[config.mk]
export PLATFORM = sky130hd
export DESIGN_NAME = dsp_sequencer_flat
export DESIGN_NICKNAME = d
export VERILOG_FILES = /design/src/rtl/dsp_pkg.sv /design/src/rtl/dsp_sequencer_if.sv /design/src/rtl/dsp_xfer_counter.sv /design/src/rtl/dsp_sequencer.sv /design/src/flat_wrapper.sv
export SDC_FILE = /design/constraint.sdc
export NUM_CORES = 1
export LEC_CHECK = 0
export CAP_MARGIN = 30
export CELL_PAD_IN_SITES_DETAIL_PLACEMENT = 0
export CELL_PAD_IN_SITES_GLOBAL_PLACEMENT = 2
export CORE_AREA = 8 8 149 151
export DETAILED_ROUTE_END_ITERATION = 8
export DIE_AREA = 0 0 157 159
export PLACE_DENSITY_LB_ADDON = 0.1
export SLEW_MARGIN = 15
export SYNTH_ARGS = -nofsm -noshare
export SYNTH_HDL_FRONTEND = slang
export SYNTH_SLANG_ARGS = --single-unit
[constraint.sdc]
create_clock -name i_CLK -period 1.9 [get_ports i_CLK]
set_input_delay 0.38 -clock i_CLK [delete_from_list [all_inputs] [get_ports i_CLK]]
set_output_delay 0.38 -clock i_CLK [all_outputs]
set_load 0.03 [all_outputs]
[src/rtl/dsp_pkg.sv]
// rtl/dsp_pkg.sv - shared state encoding, spacer length and default widths for the dsp sequencer
package dsp_pkg;

    typedef enum logic [2:0] {
        IDLE,
        LOAD_W,
        LOAD_D,
        ACC_REQ,
        ACC_GAP,
        ACC_WAIT,
        ACC_IDLE,
        FIN
    } state_t;

    localparam int ACC_SPACER_CYCLES   = 3;
    localparam int DEF_BUS_WIDTH       = 32;
    localparam int DEF_ADDRESS_WIDTH   = 10;
    localparam int DEF_OUTPUT_WIDTH    = 32;

endpackage

[src/rtl/dsp_sequencer_if.sv]
// rtl/dsp_sequencer_if.sv - core-side valid/ack bundle between the sequencer (master) and the dsp core (slave)
interface dsp_sequencer_if #(
    parameter int BUS_WIDTH    = 32,
    parameter int OUTPUT_WIDTH = 32
);
    logic                    spi_valid;
    logic [BUS_WIDTH-1:0]    spi_data;
    logic                    weight_ack;
    logic                    wish_valid;
    logic [BUS_WIDTH-1:0]    wish_data;
    logic                    data_ack;
    logic                    conv_ack;
    logic [OUTPUT_WIDTH-1:0] conv_data;

    modport master (
        output spi_valid, spi_data, wish_valid, wish_data,
        input  weight_ack, data_ack, conv_ack, conv_data
    );

    modport slave (
        input  spi_valid, spi_data, wish_valid, wish_data,
        output weight_ack, data_ack, conv_ack, conv_data
    );
endinterface

[src/rtl/dsp_xfer_counter.sv]
// rtl/dsp_xfer_counter.sv - clearable, enabled up-counter flagging its final count (LIMIT-1)
module dsp_xfer_counter #(
    parameter int WIDTH = 11,
    parameter int LIMIT = 1024
) (
    input  logic clk,
    input  logic rst,
    input  logic clear,
    input  logic en,
    output logic last
);
    logic [WIDTH-1:0] count;

    always_ff @(posedge clk) begin
        if (rst || clear) begin
            count <= '0;
        end else if (en) begin
            count <= count + WIDTH'(1);
        end
    end

    assign last = (count == WIDTH'(LIMIT - 1));
endmodule

[src/rtl/dsp_sequencer.sv]
// rtl/dsp_sequencer.sv - weight/data loader and accumulate issuer for the dsp core; watchdog under DSP_SEQ_TIMEOUT_EN
module dsp_sequencer
    import dsp_pkg::*;
#(
    parameter int BUS_WIDTH     = DEF_BUS_WIDTH,
    parameter int ADDRESS_WIDTH = DEF_ADDRESS_WIDTH,
    parameter int OUTPUT_WIDTH  = DEF_OUTPUT_WIDTH
`ifdef DSP_SEQ_TIMEOUT_EN
    , parameter int TIMEOUT_CYCLES = 4096
`endif
) (
    input  logic                    i_CLK,
    input  logic                    i_RST,
    input  logic                    i_START,
    input  logic [7:0]              i_NUM_PASSES,
    input  logic [BUS_WIDTH-1:0]    i_ACC_WORD,
    input  logic                    i_SRC_VALID,
    input  logic [BUS_WIDTH-1:0]    i_SRC_DATA,
    output logic                    o_SRC_READY,
    dsp_sequencer_if.master         core,
    output logic [OUTPUT_WIDTH-1:0] o_RESULT,
    output logic                    o_RESULT_VALID,
    output logic                    o_BUSY,
    output logic                    o_DONE,
    output logic                    o_TIMEOUT
);
    state_t               state, state_next;
    logic [7:0]           passes;
    logic [BUS_WIDTH-1:0] acc_word;
    logic                 beat, beat_last, spacer_last, wd_last, capture;

    dsp_xfer_counter #(.WIDTH(ADDRESS_WIDTH + 1), .LIMIT(2 ** ADDRESS_WIDTH)) u_beat (
        .clk(i_CLK), .rst(i_RST), .clear((state == IDLE) || (beat && beat_last)),
        .en(beat), .last(beat_last)
    );

    dsp_xfer_counter #(.WIDTH(2), .LIMIT(ACC_SPACER_CYCLES)) u_spacer (
        .clk(i_CLK), .rst(i_RST), .clear(state != ACC_IDLE),
        .en(state == ACC_IDLE), .last(spacer_last)
    );

`ifdef DSP_SEQ_TIMEOUT_EN
    dsp_xfer_counter #(.WIDTH($clog2(TIMEOUT_CYCLES) + 1), .LIMIT(TIMEOUT_CYCLES)) u_watchdog (
        .clk(i_CLK), .rst(i_RST), .clear(state != ACC_WAIT),
        .en(state == ACC_WAIT), .last(wd_last)
    );

    // Sticky until reset or the next accepted start.
    always_ff @(posedge i_CLK) begin
        if (i_RST) begin
            o_TIMEOUT <= 1'b0;
        end else if (state == IDLE && i_START) begin
            o_TIMEOUT <= 1'b0;
        end else if (state == ACC_WAIT && !core.conv_ack && wd_last) begin
            o_TIMEOUT <= 1'b1;
        end
    end
`else
    assign wd_last   = 1'b0;
    assign o_TIMEOUT = 1'b0;
`endif

    always_ff @(posedge i_CLK) begin
        if (i_RST) begin
            state          <= IDLE;
            passes         <= 8'd0;
            acc_word       <= '0;
            o_RESULT       <= '0;
            o_RESULT_VALID <= 1'b0;
        end else begin
            state          <= state_next;
            o_RESULT_VALID <= capture;
            if (state == IDLE && i_START) begin
                passes   <= i_NUM_PASSES;
                acc_word <= i_ACC_WORD;
            end
            if (capture) begin
                o_RESULT <= core.conv_data;
                passes   <= passes - 8'd1;
            end
        end
    end

    assign o_BUSY = (state != IDLE);

    always_comb begin
        state_next      = state;
        beat            = 1'b0;
        capture         = 1'b0;
        o_SRC_READY     = 1'b0;
        o_DONE          = 1'b0;
        core.spi_valid  = 1'b0;
        core.spi_data   = '0;
        core.wish_valid = 1'b0;
        core.wish_data  = '0;
        case (state)
            IDLE: if (i_START) state_next = LOAD_W;
            LOAD_W: begin
                beat           = core.weight_ack & i_SRC_VALID;
                o_SRC_READY    = beat;
                core.spi_valid = beat;
                core.spi_data  = i_SRC_DATA;
                if (beat && beat_last) state_next = LOAD_D;
            end
            LOAD_D: begin
                beat            = core.data_ack & i_SRC_VALID;
                o_SRC_READY     = beat;
                core.wish_valid = beat;
                core.wish_data  = i_SRC_DATA;
                if (beat && beat_last) state_next = (passes == 8'd0) ? FIN : ACC_REQ;
            end
            ACC_REQ: begin
                core.wish_valid = 1'b1;
                core.wish_data  = acc_word;
                state_next      = ACC_GAP;
            end
            // An ack seen here belongs to the previous pass, so it is not looked at.
            ACC_GAP: state_next = ACC_WAIT;
            ACC_WAIT: begin
                if (core.conv_ack) begin
                    capture    = 1'b1;
                    state_next = (passes == 8'd1) ? FIN : ACC_IDLE;
                end else if (wd_last) begin
                    state_next = FIN;
                end
            end
            ACC_IDLE: if (spacer_last) state_next = ACC_REQ;
            FIN: begin
                o_DONE     = 1'b1;
                state_next = IDLE;
            end
            default: state_next = IDLE;
        endcase
    end
endmodule

[src/flat_wrapper.sv]
// flat-port wrapper written by rule: the top's interface ports become plain ports
module dsp_sequencer_flat import dsp_pkg::*;
#(
    parameter int BUS_WIDTH     = DEF_BUS_WIDTH,
    parameter int ADDRESS_WIDTH = DEF_ADDRESS_WIDTH,
    parameter int OUTPUT_WIDTH  = DEF_OUTPUT_WIDTH

)
  (i_CLK, i_RST, i_START, i_NUM_PASSES, i_ACC_WORD, i_SRC_VALID, i_SRC_DATA, o_SRC_READY, o_RESULT, o_RESULT_VALID, o_BUSY, o_DONE, o_TIMEOUT, core_spi_valid, core_spi_data, core_wish_valid, core_wish_data, core_weight_ack, core_data_ack, core_conv_ack, core_conv_data);
  dsp_sequencer_if #(.BUS_WIDTH(BUS_WIDTH), .OUTPUT_WIDTH(OUTPUT_WIDTH)) core_i ();
  input  logic i_CLK;
  input  logic i_RST;
  input  logic i_START;
  input  logic [7:0] i_NUM_PASSES;
  input  logic [BUS_WIDTH-1:0] i_ACC_WORD;
  input  logic i_SRC_VALID;
  input  logic [BUS_WIDTH-1:0] i_SRC_DATA;
  output logic o_SRC_READY;
  output logic [OUTPUT_WIDTH-1:0] o_RESULT;
  output logic o_RESULT_VALID;
  output logic o_BUSY;
  output logic o_DONE;
  output logic o_TIMEOUT;
  output wire logic [$bits(core_i.spi_valid)-1:0] core_spi_valid;
  output wire logic [$bits(core_i.spi_data)-1:0] core_spi_data;
  output wire logic [$bits(core_i.wish_valid)-1:0] core_wish_valid;
  output wire logic [$bits(core_i.wish_data)-1:0] core_wish_data;
  input wire logic [$bits(core_i.weight_ack)-1:0] core_weight_ack;
  input wire logic [$bits(core_i.data_ack)-1:0] core_data_ack;
  input wire logic [$bits(core_i.conv_ack)-1:0] core_conv_ack;
  input wire logic [$bits(core_i.conv_data)-1:0] core_conv_data;
  assign core_spi_valid = core_i.spi_valid;
  assign core_spi_data = core_i.spi_data;
  assign core_wish_valid = core_i.wish_valid;
  assign core_wish_data = core_i.wish_data;
  assign core_i.weight_ack = core_weight_ack;
  assign core_i.data_ack = core_data_ack;
  assign core_i.conv_ack = core_conv_ack;
  assign core_i.conv_data = core_conv_data;
  dsp_sequencer #(.BUS_WIDTH(BUS_WIDTH), .ADDRESS_WIDTH(ADDRESS_WIDTH), .OUTPUT_WIDTH(OUTPUT_WIDTH)) u_core (.i_CLK(i_CLK), .i_RST(i_RST), .i_START(i_START), .i_NUM_PASSES(i_NUM_PASSES), .i_ACC_WORD(i_ACC_WORD), .i_SRC_VALID(i_SRC_VALID), .i_SRC_DATA(i_SRC_DATA), .o_SRC_READY(o_SRC_READY), .core(core_i), .o_RESULT(o_RESULT), .o_RESULT_VALID(o_RESULT_VALID), .o_BUSY(o_BUSY), .o_DONE(o_DONE), .o_TIMEOUT(o_TIMEOUT));
endmodule
==> flow_summary.toml <==
[detailed_routing]
wirelength_um = 17500
route.detailed.vias_per_inst = 4.38
initialDrtViolationCount = 163
drt-wirelength-per-cell_um = 16.8
detailedRoute.firstPassIterationCount = 4
via_count = 4566
detail_route.drc_violations = 0
route.antenna.remaining_nets = 0

[sta]
min_period_over_period_pct = 105
worst_slack_ns = -0.0920
finalCriticalPeriod_ns = 1.99
setup_viols_final = 66
timing_max_transition_violations_final = 0
setup_total_negative_slack_ns = -3.47
final.hold.worst_slack_ns = 0.426
clock.fmax_ghz = 0.502
rsz0062_at_grt = "yes"
fin_worst_skew_ns = 0.00702
finalHoldViolations = 0

[yosys]
seq_area_frac_synth_pct = 43.8
avgSynthCellArea_um2 = 7.80
yosys_warnings = 0
synth_top_flop_cell = "sky130_fd_sc_hd__dfxtp_1"
synthesis.nets = 638
synth_area_um2 = 4070
synth_largest_type_area_fraction_pct = 43.8
synth_cell_types = 47
top_cells_by_area_in_the_synthesized_netlist = "sky130_fd_sc_hd__dfxtp_1 44%, sky130_fd_sc_hd__nand2_1 13%, sky130_fd_sc_hd__a21oi_1 8.9%, sky130_fd_sc_hd__a22o_1 6.9%, sky130_fd_sc_hd__and2_1 5.1%"
synth-async-reset-ratio_pct = 0
synthCells = 522
synth_enable_flop_cells = 0
yosys_register_bits = 89
yosysTopAreaCell = "sky130_fd_sc_hd__dfxtp_1"

[critical_path]
timing.critical_path.arrival_ns = 1.61
start_kind = "register"
critPathMaxFanout = 33
cp.required_ns = 1.52
critPathBufInv = 3
cpMaxStageDelayCell = "sky130_fd_sc_hd__dfxtp_4"
timing.rr.start = "u_core.u_beat.count[1]"
most_frequent_cell_on_the_critical_path = "sky130_fd_sc_hd__buf_12"
crit_type = "register to output pin"
crit_path_cell_trace = "buf_12 -> nor2_4 -> and2_4 -> buf_12 -> a22o_2 -> buf_6"
path_delay_family = "buffers and inverters"
timing.critical_path.from = "u_core.state[0]"
critical_path.endpoint_type = "output pin"
cpPeakStageDelay_ns = 0.36

[outcome]
status = "complete, but fails checks"
failed_checks = "setup timing"

[global_routing]
antenna_violations_before_repair = 0
global_route_wire_length_before_repair_um = 25200
gr-usage-all-layers_pct = 12.8
first_global_vias = 4598
grt_start_max_net_pins = 37
grt_remaining_overflow = 0

[flow_run]
cap_viol_max_count = 0

[clock_network]
cts-root-buf = "sky130_fd_sc_hd__clkbuf_16"
cts.path.max_buffers = 2
clock-sinks = 89
clk_latency_ns = 0.34
cts_htree_levels = 3
numCtsBuffers = 9
tritoncts = "yes"
hold_buffers_post_cts = 0
clkTransAtPathRegs_ns = 0.06

[pwr]
cellLeakagePower_nw = 2.97
ir_drop_mv = 0.469
cellPowerDensity_nw_per_um2 = 1020

[final_layout]
seq_area_um2 = 1790
area_added_between_synthesis_and_finish_pct = 89.8
area_occupied_by_multi_input_gates_um2 = 2340
design.final.nets = 885
n_diodes = 0
final.fill_count = 2000
share_of_cells_above_drive_strength_1_pct = 30.3

[die]
die_height_um = 159
ios = 214
chipWidth_um = 157
core_um2 = 19800
core.rowCount = 52
die_area_um2 = 25000
initial_core_util_pct = 20.5

[place]
gpl.final_weighted_congestion = 0.766
buffer_ports.inserted = 212
dpl.hpwl_um = 12200
dp_slack_ns = -0.296

[min_path]
hp-start = "u_core.u_spacer.count[0]"
hold_path.class = "register to register"
-- synth_stat cells (all sizes together), types with 2 or more instances --
cell      n
o21ai     3
nand3b    2
clkbuf   28
nor4      5
xnor2     6
nor3b     2
nand2   145
ha        5
and2     33
nor2b     2
a22o     32
or3       3
and3      2
buf      11
nand2b    7
nand3     7
inv       4
o22ai     2
a21oi    72
a311oi    2
a221oi    2
nand4     3
or4       2
nor3     11
o311ai    2
a211o     2
dfxtp    89
nor2     21
a31oi     2
xor2      3
-- through the flow --
stage	instances	utilization (%)	power [mW]	cell area [um2]
floorplan	522	-	3.78	4110
global placement	1006	33.4	5.08	6620
detailed placement	1006	33.4	5.09	6620
CTS	1027	36.4	7.29	7230
global route	1043	38.9	8.35	7730
finish	1043	38.9	7.92	7730
-- sequential cells by signal, indices dropped and copies added, names as in the netlist --
register / cells
u_core.state: 3
u_core.o_RESULT_VALID: 1
u_core.o_RESULT: 32
u_core.passes: 8
u_core.u_beat.count: 11
u_core.acc_word: 32
u_core.u_spacer.count: 2
-- placed cells by master, fill, tap and decap left out, types with 4 or more instances in the layout --
cell and n:
sky130_fd_sc_hd__nor3_2 4, sky130_fd_sc_hd__clkdlybuf4s50_1 142, sky130_fd_sc_hd__buf_12 11, sky130_fd_sc_hd__a22o_2 27, sky130_fd_sc_hd__a21oi_1 72, sky130_fd_sc_hd__dfxtp_1 85, sky130_fd_sc_hd__nand3_1 6, sky130_fd_sc_hd__nor3_1 7
sky130_fd_sc_hd__ha_1 4, sky130_fd_sc_hd__buf_6 67, sky130_fd_sc_hd__inv_1 4, sky130_fd_sc_hd__buf_4 47, sky130_fd_sc_hd__and2_4 33, sky130_fd_sc_hd__xnor2_1 6, sky130_fd_sc_hd__nand2_1 143, sky130_fd_sc_hd__nor2_1 17
sky130_fd_sc_hd__nand2b_1 6, sky130_fd_sc_hd__clkbuf_16 13
-- report_power, final --
part           leakage (nW)  switching, mW  internal, mW  total (mW)
Sequential            0.726          0.138          2.04        2.18
Combinational          2.09           1.89          1.96        3.85
Clock                 0.153          0.714          1.18        1.89
Total                  2.97           2.74          5.17        7.92
-- final cells by class --
class,count,area share [%]
inverter,5,0.275
clock inverter,3,0.842
multi-input combinational,389,30.3
timing repair buffer,275,37.8
sequential,89,23.2
tap,270,4.37
clock buffer,12,3.19
-- path summary, 6_finish.rpt --
kind                               to  slack [ns]  cells past startpoint
max reg2reg           u_core.state[1]        0.11                      6
min          u_core.u_spacer.count[0]        0.43                      1
min reg2reg  u_core.u_spacer.count[0]        0.43                      1
max                 core_wish_data[8]       -0.09                      6
-- logic make-up (layout without fill, tap and decap cells) --
logic type	Yosys count	after routing	synth area share, %
AO/OA/AOI/OAI	124	124	19.4
XOR/XNOR	9	9	1.94
adder cells (fa/ha/maj)	5	5	1.54
buffers and inverters	44	295	4.49
flip-flops	89	89	43.8
other	1	1	0.0921
AND/OR/NAND/NOR	250	250	28.8
-- what timing repair did --
action                     4_1_cts  5_1_grt
buffers inserted                 4       11
resized for setup               58       78
cloned                           2        5
setup endpoints to repair       69       73
pin swaps                        2       28
-- per-layer routing --
metal	global-route usage, %	part of all wire, %	up-vias
li1	-	-	2282
met1	14.9	41	2123
met2	21.8	49	144
met3	4.15	8.2	17
met4	4.02	1.5	0
met5	0	0	-
(Power assumes the default switching activity.)
